## config.mk

```make
export PLATFORM = sky130hd
export DESIGN_NAME = regfile_wb_arbiter_flat
export DESIGN_NICKNAME = d
export VERILOG_FILES = /design/src/rtl/regfile_wb_arbiter_if.sv /design/src/rtl/regfile_wb_arbiter.sv /design/src/flat_wrapper.sv
export SDC_FILE = /design/constraint.sdc
export NUM_CORES = 1
export LEC_CHECK = 0
export ABC_AREA = 1
export BUFFER_PORTS_ARGS = -buffer_cell sky130_fd_sc_hd__buf_2
export CELL_PAD_IN_SITES_DETAIL_PLACEMENT = 0
export CELL_PAD_IN_SITES_GLOBAL_PLACEMENT = 1
export CORE_MARGIN = 1
export CORE_UTILIZATION = 36
export CTS_BUF_LIST = sky130_fd_sc_hd__clkbuf_4 sky130_fd_sc_hd__clkbuf_8
export DETAILED_ROUTE_END_ITERATION = 8
export PLACE_DENSITY = 0.9
export SYNTH_ARGS = -nofsm -noshare
export SYNTH_HDL_FRONTEND = slang
export SYNTH_SLANG_ARGS = --single-unit
```

## constraint.sdc

```tcl
create_clock -name clk -period 3.95 [get_ports clk]
set_clock_uncertainty 0.1 [all_clocks]
set_input_delay 0.5925 -clock clk [delete_from_list [all_inputs] [get_ports clk]]
set_output_delay 0.5925 -clock clk [all_outputs]
set_load 0.03 [all_outputs]
```

## src/rtl/regfile_wb_arbiter_if.sv

```systemverilog
// Write-back bus between the producers, the arbiter and the register file write port.
interface regfile_wb_arbiter_if #(
    parameter int unsigned N_REQ = 3,
    parameter int unsigned AW    = 5,
    parameter int unsigned DW    = 64,
    parameter int unsigned IDW   = $clog2(N_REQ)
);
    logic [N_REQ-1:0]    req_valid;
    logic [N_REQ*AW-1:0] req_addr;
    logic [N_REQ*DW-1:0] req_data;
    logic [N_REQ-1:0]    req_ready;
    logic                wb_stall;
    logic                we;
    logic [AW-1:0]       wa;
    logic [DW-1:0]       wd;
    logic [IDW-1:0]      grant_id;

    modport slave (
        input  req_valid, req_addr, req_data, wb_stall,
        output req_ready, we, wa, wd, grant_id
    );

    modport master (
        output req_valid, req_addr, req_data, wb_stall,
        input  req_ready, we, wa, wd, grant_id
    );
endinterface

```

## src/rtl/regfile_wb_arbiter.sv

```systemverilog
// Round-robin write-back arbiter driving the single register file write port from registers.
// Optional macro WB_ZERO_REG_DROP_EN: requests to register 31 are acknowledged but never written.
module regfile_wb_arbiter #(
    parameter int unsigned N_REQ = 3,
    parameter int unsigned AW    = 5,
    parameter int unsigned DW    = 64,
    parameter int unsigned IDW   = $clog2(N_REQ)
) (
    input logic                 clk,
    input logic                 reset,
    regfile_wb_arbiter_if.slave bus
);
    localparam int unsigned SW = IDW + 1;

    logic [AW-1:0]    addr_a [N_REQ];
    logic [DW-1:0]    data_a [N_REQ];

    logic [IDW-1:0]   ptr;
    logic             we_q;
    logic [AW-1:0]    wa_q;
    logic [DW-1:0]    wd_q;
    logic [IDW-1:0]   gid_q;

    logic             found;
    logic [IDW-1:0]   sel;
    logic [IDW-1:0]   idx;
    logic [SW-1:0]    sum;
    logic [AW-1:0]    sel_addr;
    logic [DW-1:0]    sel_data;
    logic [IDW-1:0]   ptr_nxt;
    logic [N_REQ-1:0] ready_c;
    logic             drop;

    for (genvar i = 0; i < N_REQ; i++) begin : g_unpack
        assign addr_a[i] = bus.req_addr[i*AW +: AW];
        assign data_a[i] = bus.req_data[i*DW +: DW];
    end

    // Scan from ptr upward with wrap; first valid requester wins.
    always_comb begin
        found    = 1'b0;
        sel      = '0;
        idx      = '0;
        sum      = '0;
        sel_addr = '0;
        sel_data = '0;
        if (!reset && !bus.wb_stall) begin
            for (int unsigned k = 0; k < N_REQ; k++) begin
                sum = {1'b0, ptr} + SW'(k);
                if (sum >= SW'(N_REQ)) begin
                    sum = sum - SW'(N_REQ);
                end
                idx = sum[IDW-1:0];
                if (!found && bus.req_valid[idx]) begin
                    found    = 1'b1;
                    sel      = idx;
                    sel_addr = addr_a[idx];
                    sel_data = data_a[idx];
                end
            end
        end
        ptr_nxt = (sel == IDW'(N_REQ - 1)) ? '0 : sel + IDW'(1);
        ready_c = found ? (N_REQ'(1) << sel) : '0;
    end

`ifdef WB_ZERO_REG_DROP_EN
    assign drop = (sel_addr == AW'(31));
`else
    assign drop = 1'b0;
`endif

    // Output registers and round-robin pointer.
    always_ff @(posedge clk) begin
        if (reset) begin
            ptr   <= '0;
            we_q  <= 1'b0;
            wa_q  <= '0;
            wd_q  <= '0;
            gid_q <= '0;
        end else begin
            we_q <= found & ~drop;
            if (found) begin
                ptr   <= ptr_nxt;
                wa_q  <= sel_addr;
                wd_q  <= sel_data;
                gid_q <= sel;
            end
        end
    end

    assign bus.req_ready = ready_c;
    assign bus.we        = we_q;
    assign bus.wa        = wa_q;
    assign bus.wd        = wd_q;
    assign bus.grant_id  = gid_q;
endmodule
```

## src/flat_wrapper.sv

```systemverilog
// flat-port wrapper written by rule: the top's interface ports become plain ports
module regfile_wb_arbiter_flat 
#(
    parameter int unsigned N_REQ = 3,
    parameter int unsigned AW    = 5,
    parameter int unsigned DW    = 64,
    parameter int unsigned IDW   = $clog2(N_REQ)
)
  (clk, reset, bus_req_valid, bus_req_addr, bus_req_data, bus_wb_stall, bus_req_ready, bus_we, bus_wa, bus_wd, bus_grant_id);
  regfile_wb_arbiter_if #(.N_REQ(N_REQ), .AW(AW), .DW(DW), .IDW(IDW)) bus_i ();
  input logic clk;
  input logic reset;
  input wire logic [$bits(bus_i.req_valid)-1:0] bus_req_valid;
  input wire logic [$bits(bus_i.req_addr)-1:0] bus_req_addr;
  input wire logic [$bits(bus_i.req_data)-1:0] bus_req_data;
  input wire logic [$bits(bus_i.wb_stall)-1:0] bus_wb_stall;
  output wire logic [$bits(bus_i.req_ready)-1:0] bus_req_ready;
  output wire logic [$bits(bus_i.we)-1:0] bus_we;
  output wire logic [$bits(bus_i.wa)-1:0] bus_wa;
  output wire logic [$bits(bus_i.wd)-1:0] bus_wd;
  output wire logic [$bits(bus_i.grant_id)-1:0] bus_grant_id;
  assign bus_i.req_valid = bus_req_valid;
  assign bus_i.req_addr = bus_req_addr;
  assign bus_i.req_data = bus_req_data;
  assign bus_i.wb_stall = bus_wb_stall;
  assign bus_req_ready = bus_i.req_ready;
  assign bus_we = bus_i.we;
  assign bus_wa = bus_i.wa;
  assign bus_wd = bus_i.wd;
  assign bus_grant_id = bus_i.grant_id;
  regfile_wb_arbiter #(.N_REQ(N_REQ), .AW(AW), .DW(DW), .IDW(IDW)) u_core (.clk(clk), .reset(reset), .bus(bus_i));
endmodule
```

==> impl_metrics.csv, run 1 <==
group,metric,value,unit
run_status,status,"complete, no violations",
grt,globalRouteOverflowTotal,0,
critical_path,timing.rr.end,"u_core.bus.wd[53]",
pwr,clock_power_share,18.5,%
clocking,cts_buffer_depth,2,
sta,achievable-frequency,293.2,MHz
sta,final_number_of_max_transition_violations,0,
logic_synthesis,synth-main-ff-cell,"dfxtp_1",
pwr,power_per_cell_area,337.9,nW/um^2
grt,vias_in_the_first_global_route,10600,
logic_synthesis,synth-edff-count,0,
logic_synthesis,synth.net_count,1746,
die,ios,288,
logic_synthesis,postSynth.asyncResetShare,0,%
logic_synthesis,synthMostInstantiatedCell,"nand2_1",
die,die_w,153.0,um
clocking,clkLatencyLatePin,380,ps
clocking,clock_sinks,74,
logic_synthesis,portion_of_synthesized_cell_area_occupied_by_the_leading_cell_type,18.04,%
route,drt-pass1-iter-count,5,
logic_synthesis,netlist-cell-type-count,22,
route,dr_vias,11330,
grt,grt_first_pass_wirelength,55.12,mm
clocking,number_of_gates_resized_after_cts,0,
clocking,postCtsSetupBuffers,0,
logic_synthesis,syn-instance-count,1529,
hold_path,worstHoldPathCells,2,
placed_design,gpl.final_weighted_congestion,0.8668,
route,detail-route-antenna-nets,0,
die,dieArea,23420,um^2
hold_path,min_path_type,"flip-flop to flip-flop",
sta,final.min_clock_period,3410,ps
clocking,cts_tree,"yes",
critical_path,timing.critical_path.required,3260,ps
critical_path,critPathArrivalTime,2720,ps
sta,measured_slew_at_the_worst_slew_check_pin,1271,ps
critical_path,reg2reg_depth,13,
sta,setup_tns_final,0,ps
pwr,power.switching,0.001612,W
logic_synthesis,count_of_synthesis_stage_warnings_from_yosys,0,
pwr,power.share.switching,48.66,%
sta,grt_setup_unrepaired,"no",
route,wirelength,34.49,mm
placed_design,dp_hpwl,21.42,mm
critical_path,worstSetupEndpoint,"bus_req_ready[2]",
grt,grt_max_degree,136,
logic_synthesis,synth_common_cells,"nand2_1, nand3_1, o21ai_0, inv_1, a21oi_1",
logic_synthesis,synth_area,8213,um^2
pwr,seq_power_share,25.8,%
pwr,p_int,0.001700,W
grt,grtUsageTotal,28.99,%
route,route.detailed.vias_per_inst,5.674,
critical_path,setup.reg_to_reg.worst_slack,780,ps
clocking,clk_pin_slew_worst_paths,80,ps
logic_synthesis,ys_seq_area_share,18.04,%
finish,drive_above_1_share,20.08,%
clocking,clock-root-buffer,"clkbuf_8",
die,die_y,153.0,um
critical_path,critPathLaunchType,"flip-flop",
route,avgRoutedWirePerCell,17.27,um
sta,timing.slew.headroom,15.27,%
clocking,cts_inserted_buffers,9,
finish,fillerInstances,2411,
critical_path,end_kind,"output pin",
placed_design,port_buffers,287,
die,initial_utilization,37.17,%
clocking,cts_max_level,3,
die,placeableCoreArea,22090,um^2
finish,finalCoreUtilization,44.36,%
grt,antenna_found_initial,6,
logic_synthesis,synth_area_leaders,"dfxtp_1, nand2_1, nand3_1",
die,placement_rows,54,
sta,setup_viol_count_final,0,
route,drt_first_iter_violations,1013,
logic_synthesis,postSynthRegisterBits,74,
critical_path,critPathMaxFanout,38,
clocking,postCtsHoldBufs,0,
logic_synthesis,synth_largest_area_cell,"dfxtp_1",
sta,final.period_utilization,86.34,%
flow_run,max_cap_viol_count,0,
pwr,power.combinational.fraction,55.6,%
route,drc,0,
pwr,leakage_power,4.795,nW
finish,area_growth_syn_to_layout,19.33,%
sta,report.final.hold_viol_count,0,
pwr,ir_worst_vdd,0.1609,mV
critical_path,setup.worst_path.start,"u_core.ptr[0]",
critical_path,timing.rr.start,"u_core.ptr[0]",
critical_path,crit_type,"flip-flop to output pin",
logic_synthesis,synth.avg_cell_area,5.371,um^2
finish,design.final.nets,1926,
[cells by family after synthesis]
group / count (synthesis) / synth area share, %
and+or+nand+nor: 662 / 33.90
AOI/OAI and AO/OA: 490 / 32.10
buffers and inverters: 299 / 15.36
DFF: 74 / 18.04
adders and majority gates: 4 / 0.6094
[power groups by stage]
| stage | Clock [W] | Sequential (W) | Combinational, W |
|---|---|---|---|
| CTS | 0.000635 | 0.000856 | 0.00183 |
| finish | 0.000614 | 0.000856 | 0.00184 |
| detailed placement | 0 | 0.000873 | 0.00182 |
| global placement | 0 | 0.000873 | 0.00180 |
| floorplan | 0 | 0.00100 | 0.00116 |
| global route | 0.000659 | 0.000864 | 0.00205 |
[worst max-delay path, cell delays in order, from the launching register on]
cell and delay, ps:
dfxtp_1 430, inv_1 130, ha_4 260, buf_4 240
nand2_1 110, nand2_1 90, a21oi_4 190, nand3_4 220
nand3_1 130, nand3_1 120, inv_1 190, buf_2 220
[through the flow]
stage | instances | worst slack [ps] | hold slack, ps | instance area (um^2) | total power [W]
finish | 1997 | 539.6 | 366.0 | 9801 | 0.003312
global route | 1997 | 377.9 | 381.3 | 9801 | 0.003578
CTS | 1993 | 519.3 | 367.0 | 9791 | 0.003317
detailed placement | 1978 | 837.4 | 353.9 | 9612 | 0.002694
global placement | 1978 | 902.7 | 348.8 | 9612 | 0.002676
floorplan | 1529 | 1350 | 376.2 | 8213 | 0.002165
[worst min-delay path by stage]
stage / end / startpoint / slack (ps)
finish: u_core.bus.wd[14] / u_core.bus.wd[14] / 370
global route: u_core.bus.wd[25] / u_core.bus.wd[25] / 380
CTS: u_core.bus.wd[14] / u_core.bus.wd[14] / 370
detailed placement: u_core.bus.wd[14] / u_core.bus.wd[14] / 350
global placement: u_core.bus.wd[24] / u_core.bus.wd[24] / 350
floorplan: u_core.ptr[1] / u_core.ptr[1] / 380
[final cells by class]
| type | instances | area [um^2] | share of cell area (%) |
|---|---|---|---|
| Inverter | 157 | 594.3 | 6.064 |
| Antenna cell | 4 | 10.01 | 0.1021 |
| Multi-Input combinational cell | 1156 | 5519 | 56.31 |
| Clock buffer | 13 | 166.4 | 1.698 |
| Sequential cell | 74 | 1481 | 15.12 |
| Timing Repair Buffer | 311 | 1667 | 17.00 |
| Tap cell | 280 | 350.3 | 3.575 |
| Clock inverter | 2 | 12.51 | 0.1277 |
[layer usage]
| metal | routed length [um] | part of all wire, % | GRT usage (%) | up-vias |
|---|---|---|---|---|
| li1 | - | - | - | 5523 |
| met1 | 14620 | 42 | 37.30 | 5158 |
| met2 | 16040 | 47 | 47.66 | 582 |
| met3 | 2971 | 8.6 | 4.990 | 66 |
| met4 | 840 | 2.4 | 12.03 | 2 |
| met5 | 12 | 0.035 | 0 | - |
[flip-flops by register name, indices dropped and copies added, names as in the netlist]
| signal | count |
|---|---|
| u_core.bus.we | 1 |
| u_core.bus.grant_id | 2 |
| u_core.bus.wd | 64 |
| u_core.bus.wa | 5 |
| u_core.ptr | 2 |
[cell usage in the layout (no fill, tap or decap), types with 2 or more instances in the layout]
| cell | n |
|---|---|
| nand2_1 | 366 |
| buf_2 | 287 |
| nand3_1 | 216 |
| o21ai_0 | 207 |
| inv_1 | 149 |
| a21oi_1 | 141 |
| o22ai_1 | 138 |
| dfxtp_1 | 74 |
| nor2_1 | 72 |
| buf_4 | 20 |
| clkbuf_8 | 11 |
| inv_2 | 7 |
| diode_2 | 4 |
| buf_12 | 4 |
| nand2_2 | 3 |
| o21ai_1 | 2 |
| nor2_4 | 2 |
| nand4_1 | 2 |
| ha_4 | 2 |
| ha_1 | 2 |
| clkbuf_4 | 2 |
Note: power is estimated with default switching activity, not from simulation.
==> inputs of run 2 (changes only) <==
Settings changed: BUFFER_PORTS_ARGS -buffer_cell sky130_fd_sc_hd__buf_2 to -buffer_cell sky130_fd_sc_hd__clkbuf_2.
==> impl_metrics.csv, run 2 (synthesized netlist as in run 1, its figures left out) <==
group,metric,value,unit
sta,report.final.hold_viol_count,0,
grt,grtUsageTotal,28.14,%
die,placement_rows,54,
finish,most_common_cell_after_layout_fill_and_taps_aside,"nand2_1",
die,die_y,153.0,um
clocking,cts_inserted_buffers,9,
critical_path,setup.reg_to_reg.worst_slack,850,ps
clocking,cts_max_level,3,
sta,setup_viol_count_final,0,
clocking,cts_buffer_depth,2,
clocking,postCtsSetupBuffers,0,
critical_path,critPathLaunchType,"flip-flop",
hold_path,worst_hold_path.endpoint,"u_core.bus.wd[12]",
finish,mostFrequentLayoutCells,"nand2_1, clkbuf_2, nand3_1",
flow_run,max_cap_viol_count,0,
critical_path,timing.rr.end,"u_core.bus.wd[43]",
route,drt_first_iter_violations,1091,
sta,setup_tns_final,0,ps
grt,vias_in_the_first_global_route,10350,
route,dr_vias,11200,
route,route.detailed.vias_per_inst,5.608,
pwr,power_per_cell_area,342.6,nW/um^2
clocking,clk_pin_slew_worst_paths,100,ps
sta,final_number_of_max_transition_violations,0,
critical_path,critPathMaxFanout,25,
sta,final.min_clock_period,3678,ps
die,die_w,153.0,um
sta,timing.slew.headroom,33.25,%
route,avgRoutedWirePerCell,17.03,um
hold_path,min-delay-start,"u_core.bus.wd[12]",
pwr,leakage_power,4.794,nW
critical_path,crit_type,"flip-flop to output pin",
sta,grt_setup_unrepaired,"no",
finish,drive_above_1_share,20.13,%
die,placeableCoreArea,22090,um^2
placed_design,dp_hpwl,21.40,mm
die,initial_utilization,37.17,%
clocking,postCtsHoldBufs,0,
placed_design,gpl.final_weighted_congestion,0.8523,
placed_design,port_buffers,287,
finish,area_growth_syn_to_layout,19.39,%
die,ios,288,
finish,fillerInstances,2435,
route,drc,0,
grt,globalRouteOverflowTotal,0,
grt,grt_first_pass_wirelength,53.40,mm
hold_path,min_path_type,"flip-flop to flip-flop",
finish,largest_register_ff_count,64,
clocking,number_of_gates_resized_after_cts,0,
critical_path,reg2reg_depth,12,
clocking,clkLatencyLatePin,380,ps
route,detail-route-antenna-nets,0,
clocking,clock-root-buffer,"clkbuf_8",
grt,grt_max_degree,97,
sta,achievable-frequency,271.9,MHz
sta,measured_slew_at_the_worst_slew_check_pin,1001,ps
critical_path,timing.critical_path.required,3260,ps
route,wirelength,34.01,mm
pwr,ir_worst_vdd,0.1689,mV
hold_path,worstHoldPathCells,2,
placed_design,placed_area,9567,um^2
route,drt-pass1-iter-count,5,
run_status,status,"complete, no violations",
finish,design.final.nets,1926,
critical_path,critPathArrivalTime,2990,ps
die,dieArea,23420,um^2
grt,antenna_found_initial,3,
finish,finalInstanceArea,9806,um^2
clocking,clock_sinks,74,
clocking,cts_tree,"yes",
sta,final.period_utilization,93.12,%
critical_path,timing.rr.start,"u_core.ptr[0]",
critical_path,end_kind,"output pin",
==> run 2: cell count changes in the layout (fill, tap and decap cells not counted), sizes merged <==
cell / previous run / this run
buf: 311 / 25
clkbuf: 13 / 298
bufinv: 0 / 1
clkinv: 1 / 2
diode: 4 / 3
==> run 2: critical path, cell delays in order (launching register included) <==
cell and delay [ps]:
dfxtp_1 430, inv_1 110, ha_4 500, inv_2 140, nand3_1 110, inv_1 70
a21oi_4 170, nand3_4 300, nand3_1 160, nand3_1 170, nand3_1 170, inv_1 50
clkbuf_2 200
==> run 2: worst max-delay path by stage <==
stage                   from  slack, ps          endpoint  cells past startpoint
2_1_floorplan  u_core.ptr[0]       1350  bus_req_ready[0]                     13
3_3_place_gp   u_core.ptr[0]        630  bus_req_ready[0]                     12
3_5_place_dp   u_core.ptr[0]        560  bus_req_ready[0]                     12
4_1_cts        u_core.ptr[0]        140  bus_req_ready[0]                     12
5_1_grt        u_core.ptr[0]         50  bus_req_ready[0]                     12
6_report       u_core.ptr[0]        270  bus_req_ready[0]                     12
==> run 2: routing by layer <==
layer / GRT usage [%] / wire [um]
met5: 0 / 0
met4: 11.93 / 1001
met3: 5.075 / 2894
met2: 47.73 / 16030
met1: 34.82 / 14070
==> run 2: per-stage QoR <==
| stage | instances | power, W | setup slack [ps] | utilization, % | hold WS (ps) |
|---|---|---|---|---|---|
| floorplan | 1529 | 0.002165 | 1350 | - | 376.2 |
| global placement | 1977 | 0.002654 | 627.8 | 43.30 | 352.8 |
| detailed placement | 1977 | 0.002670 | 563.0 | 43.30 | 355.6 |
| CTS | 1993 | 0.003357 | 135.8 | 44.22 | 369.5 |
| global route | 1997 | 0.003623 | 49.87 | 44.38 | 387.0 |
| finish | 1997 | 0.003360 | 271.7 | 44.38 | 368.4 |
==> run 2: final cells by class <==
| class | instances | area [um^2] | area share, % |
|---|---|---|---|
| multi-input cells | 1156 | 5519 | 56.28 |
| repair buffers | 311 | 1649 | 16.82 |
| flip-flops and latches | 74 | 1481 | 15.11 |
| inverters | 157 | 594.3 | 6.061 |
| well taps | 280 | 350.3 | 3.573 |
| clock buffers | 12 | 152.6 | 1.557 |
| clock inverters | 4 | 51.30 | 0.5232 |
| diodes | 3 | 7.507 | 0.07656 |
==> run 2: where the power goes <==
group	total, W	internal (W)	switching, W
logic	0.00183	0.000602	0.00123
registers	0.000860	0.000816	0.0000434
clock network	0.000669	0.000325	0.000344
total	0.00336	0.00174	0.00162
==> inputs of run 3 (changes only) <==
Settings changed: RECOVER_POWER set to 25.
==> impl_metrics.csv, run 3 (synthesized netlist as in run 1, its figures left out) <==
group,metric,value,unit
sta,setup_viol_count_final,0,
sta,final_number_of_max_transition_violations,0,
grt,grt_max_degree,97,
route,dr_vias,11230,
pwr,leakage_power,4.669,nW
clocking,clock_sinks,74,
finish,design.final.nets,1926,
pwr,ir_worst_vdd,0.1697,mV
grt,antenna_found_initial,3,
route,detail-route-antenna-nets,0,
placed_design,gpl.final_weighted_congestion,0.8523,
sta,achievable-frequency,272.0,MHz
placed_design,place.detailed.instances,1977,
sta,final.min_clock_period,3676,ps
critical_path,end_kind,"output pin",
finish,finalInstanceArea,9759,um^2
die,placement_rows,54,
critical_path,path_common_cell,"nand3_1",
critical_path,critPathArrivalTime,2980,ps
finish,drive_above_1_share,17.97,%
die,initial_utilization,37.17,%
critical_path,setup.reg_to_reg.worst_slack,850,ps
clocking,postCtsSetupBuffers,0,
critical_path,worst_path_cell_with_the_longest_stage_delay,"ha_4",
critical_path,critPathLaunchType,"flip-flop",
die,die_y,153.0,um
critical_path,crit_type,"flip-flop to output pin",
hold_path,min_path_type,"flip-flop to flip-flop",
placed_design,dp_hpwl,21.40,mm
finish,fillerInstances,2454,
route,route.detailed.vias_per_inst,5.622,
finish,post_layout_nonfiller_instances,1997,
run_status,status,"complete, no violations",
critical_path,cp_cell_sequence,"inv_1, ha_4, inv_2, nand3_1, inv_1, a21oi_4, nand3_4, nand3_1, nand3_1, nand3_1, inv_1, clkbuf_2",
flow_run,max_cap_viol_count,0,
clocking,cts_buffer_depth,2,
critical_path,reg2reg_depth,12,
clocking,clk_pin_slew_worst_paths,100,ps
sta,grt_setup_unrepaired,"no",
clocking,cts_tree,"yes",
route,drt-pass1-iter-count,5,
die,placeableCoreArea,22090,um^2
clocking,number_of_gates_resized_after_cts,0,
sta,measured_slew_at_the_worst_slew_check_pin,1015,ps
route,avgRoutedWirePerCell,17.08,um
finish,most_common_cell_after_layout_fill_and_taps_aside,"nand2_1",
grt,grt_first_pass_wirelength,53.40,mm
sta,setup_tns_final,0,ps
critical_path,timing.rr.end,"u_core.bus.wd[43]",
die,ios,288,
clocking,clkLatencyLatePin,380,ps
finish,largest_register_ff_count,64,
placed_design,placed_area,9567,um^2
finish,ff_latch_area,1481,um^2
pwr,power_per_cell_area,343.7,nW/um^2
critical_path,timing.rr.start,"u_core.ptr[0]",
critical_path,critPathMaxFanout,25,
clocking,cts_max_level,3,
die,dieArea,23420,um^2
sta,report.final.hold_viol_count,0,
clocking,clock-root-buffer,"clkbuf_8",
critical_path,timing.critical_path.required,3260,ps
critical_path,setup.worst_path.start,"u_core.ptr[0]",
finish,area_growth_syn_to_layout,18.83,%
clocking,postCtsHoldBufs,0,
critical_path,cpPeakStageDelay,490,ps
route,drt_first_iter_violations,1031,
critical_path,path_delay_family,"simple AND/OR/NAND/NOR gates",
critical_path,cp.depth,12,
grt,vias_in_the_first_global_route,10350,
finish,mostFrequentLayoutCells,"nand2_1, clkbuf_2, nand3_1",
sta,timing.slew.headroom,32.34,%
die,die_w,153.0,um
route,drc,0,
clocking,cts_inserted_buffers,9,
grt,globalRouteOverflowTotal,0,
finish,multiInputGateArea,5519,um^2
placed_design,port_buffers,287,
sta,final.period_utilization,93.07,%
critical_path,worstSetupEndpoint,"bus_req_ready[0]",
critical_path,critPathBufInv,5,
grt,grtUsageTotal,28.14,%
route,wirelength,34.11,mm
## run 3: worst min path at each step
stage                 startpoint                 to  depth (start not counted)
6_report       u_core.bus.wd[12]  u_core.bus.wd[12]                          2
2_1_floorplan      u_core.ptr[1]      u_core.ptr[1]                          2
4_1_cts        u_core.bus.wd[23]  u_core.bus.wd[23]                          2
3_3_place_gp   u_core.bus.wd[12]  u_core.bus.wd[12]                          2
5_1_grt         u_core.bus.wd[5]   u_core.bus.wd[5]                          2
3_5_place_dp   u_core.bus.wd[36]  u_core.bus.wd[36]                          2
## run 3: report_power, final
part | switching (W) | internal, W | total [W]
logic | 0.00123 | 0.000594 | 0.00182
clock network | 0.000347 | 0.000325 | 0.000671
registers | 0.0000429 | 0.000816 | 0.000859
## run 3: routing by layer
layer  vias up  part of all wire [%]  GRT usage (%)
li1       5527                     -              -
met1      5022                    41          34.82
met2       611                    47          47.73
met3        68                   9.0          5.075
met4         0                   3.0          11.93
met5         -                     0              0
## run 3: final cells by class
| type | count | share of cell area [%] |
|---|---|---|
| inverter | 157 | 6.090 |
| tap | 280 | 3.590 |
| clock inverter | 4 | 0.5256 |
| multi-input combinational | 1156 | 56.55 |
| antenna | 3 | 0.07692 |
| sequential | 74 | 15.18 |
| timing repair buffer | 311 | 16.42 |
| clock buffer | 12 | 1.564 |
## run 3: through the flow
| step | power (W) | setup slack, ps | utilization, % | hold WS (ps) |
|---|---|---|---|---|
| after floorplan | 0.002165 | 1350 | - | 376.2 |
| after global placement | 0.002654 | 627.8 | 43.30 | 352.8 |
| after detailed placement | 0.002670 | 563.0 | 43.30 | 355.6 |
| after global routing | 0.003614 | 49.87 | 44.17 | 386.7 |
| final | 0.003354 | 273.9 | 44.17 | 369.1 |
| after CTS | 0.003357 | 135.8 | 44.22 | 369.5 |
## run 3: worst register-to-register path: stages (launching register included)
cell and delay [ps]:
dfxtp_1 430, inv_1 110, ha_4 490, inv_2 140
nand3_1 110, inv_1 70, a21oi_4 170, nand3_4 300
inv_2 130, buf_4 490, nand3_1 150, nand3_1 140
a21oi_1 80
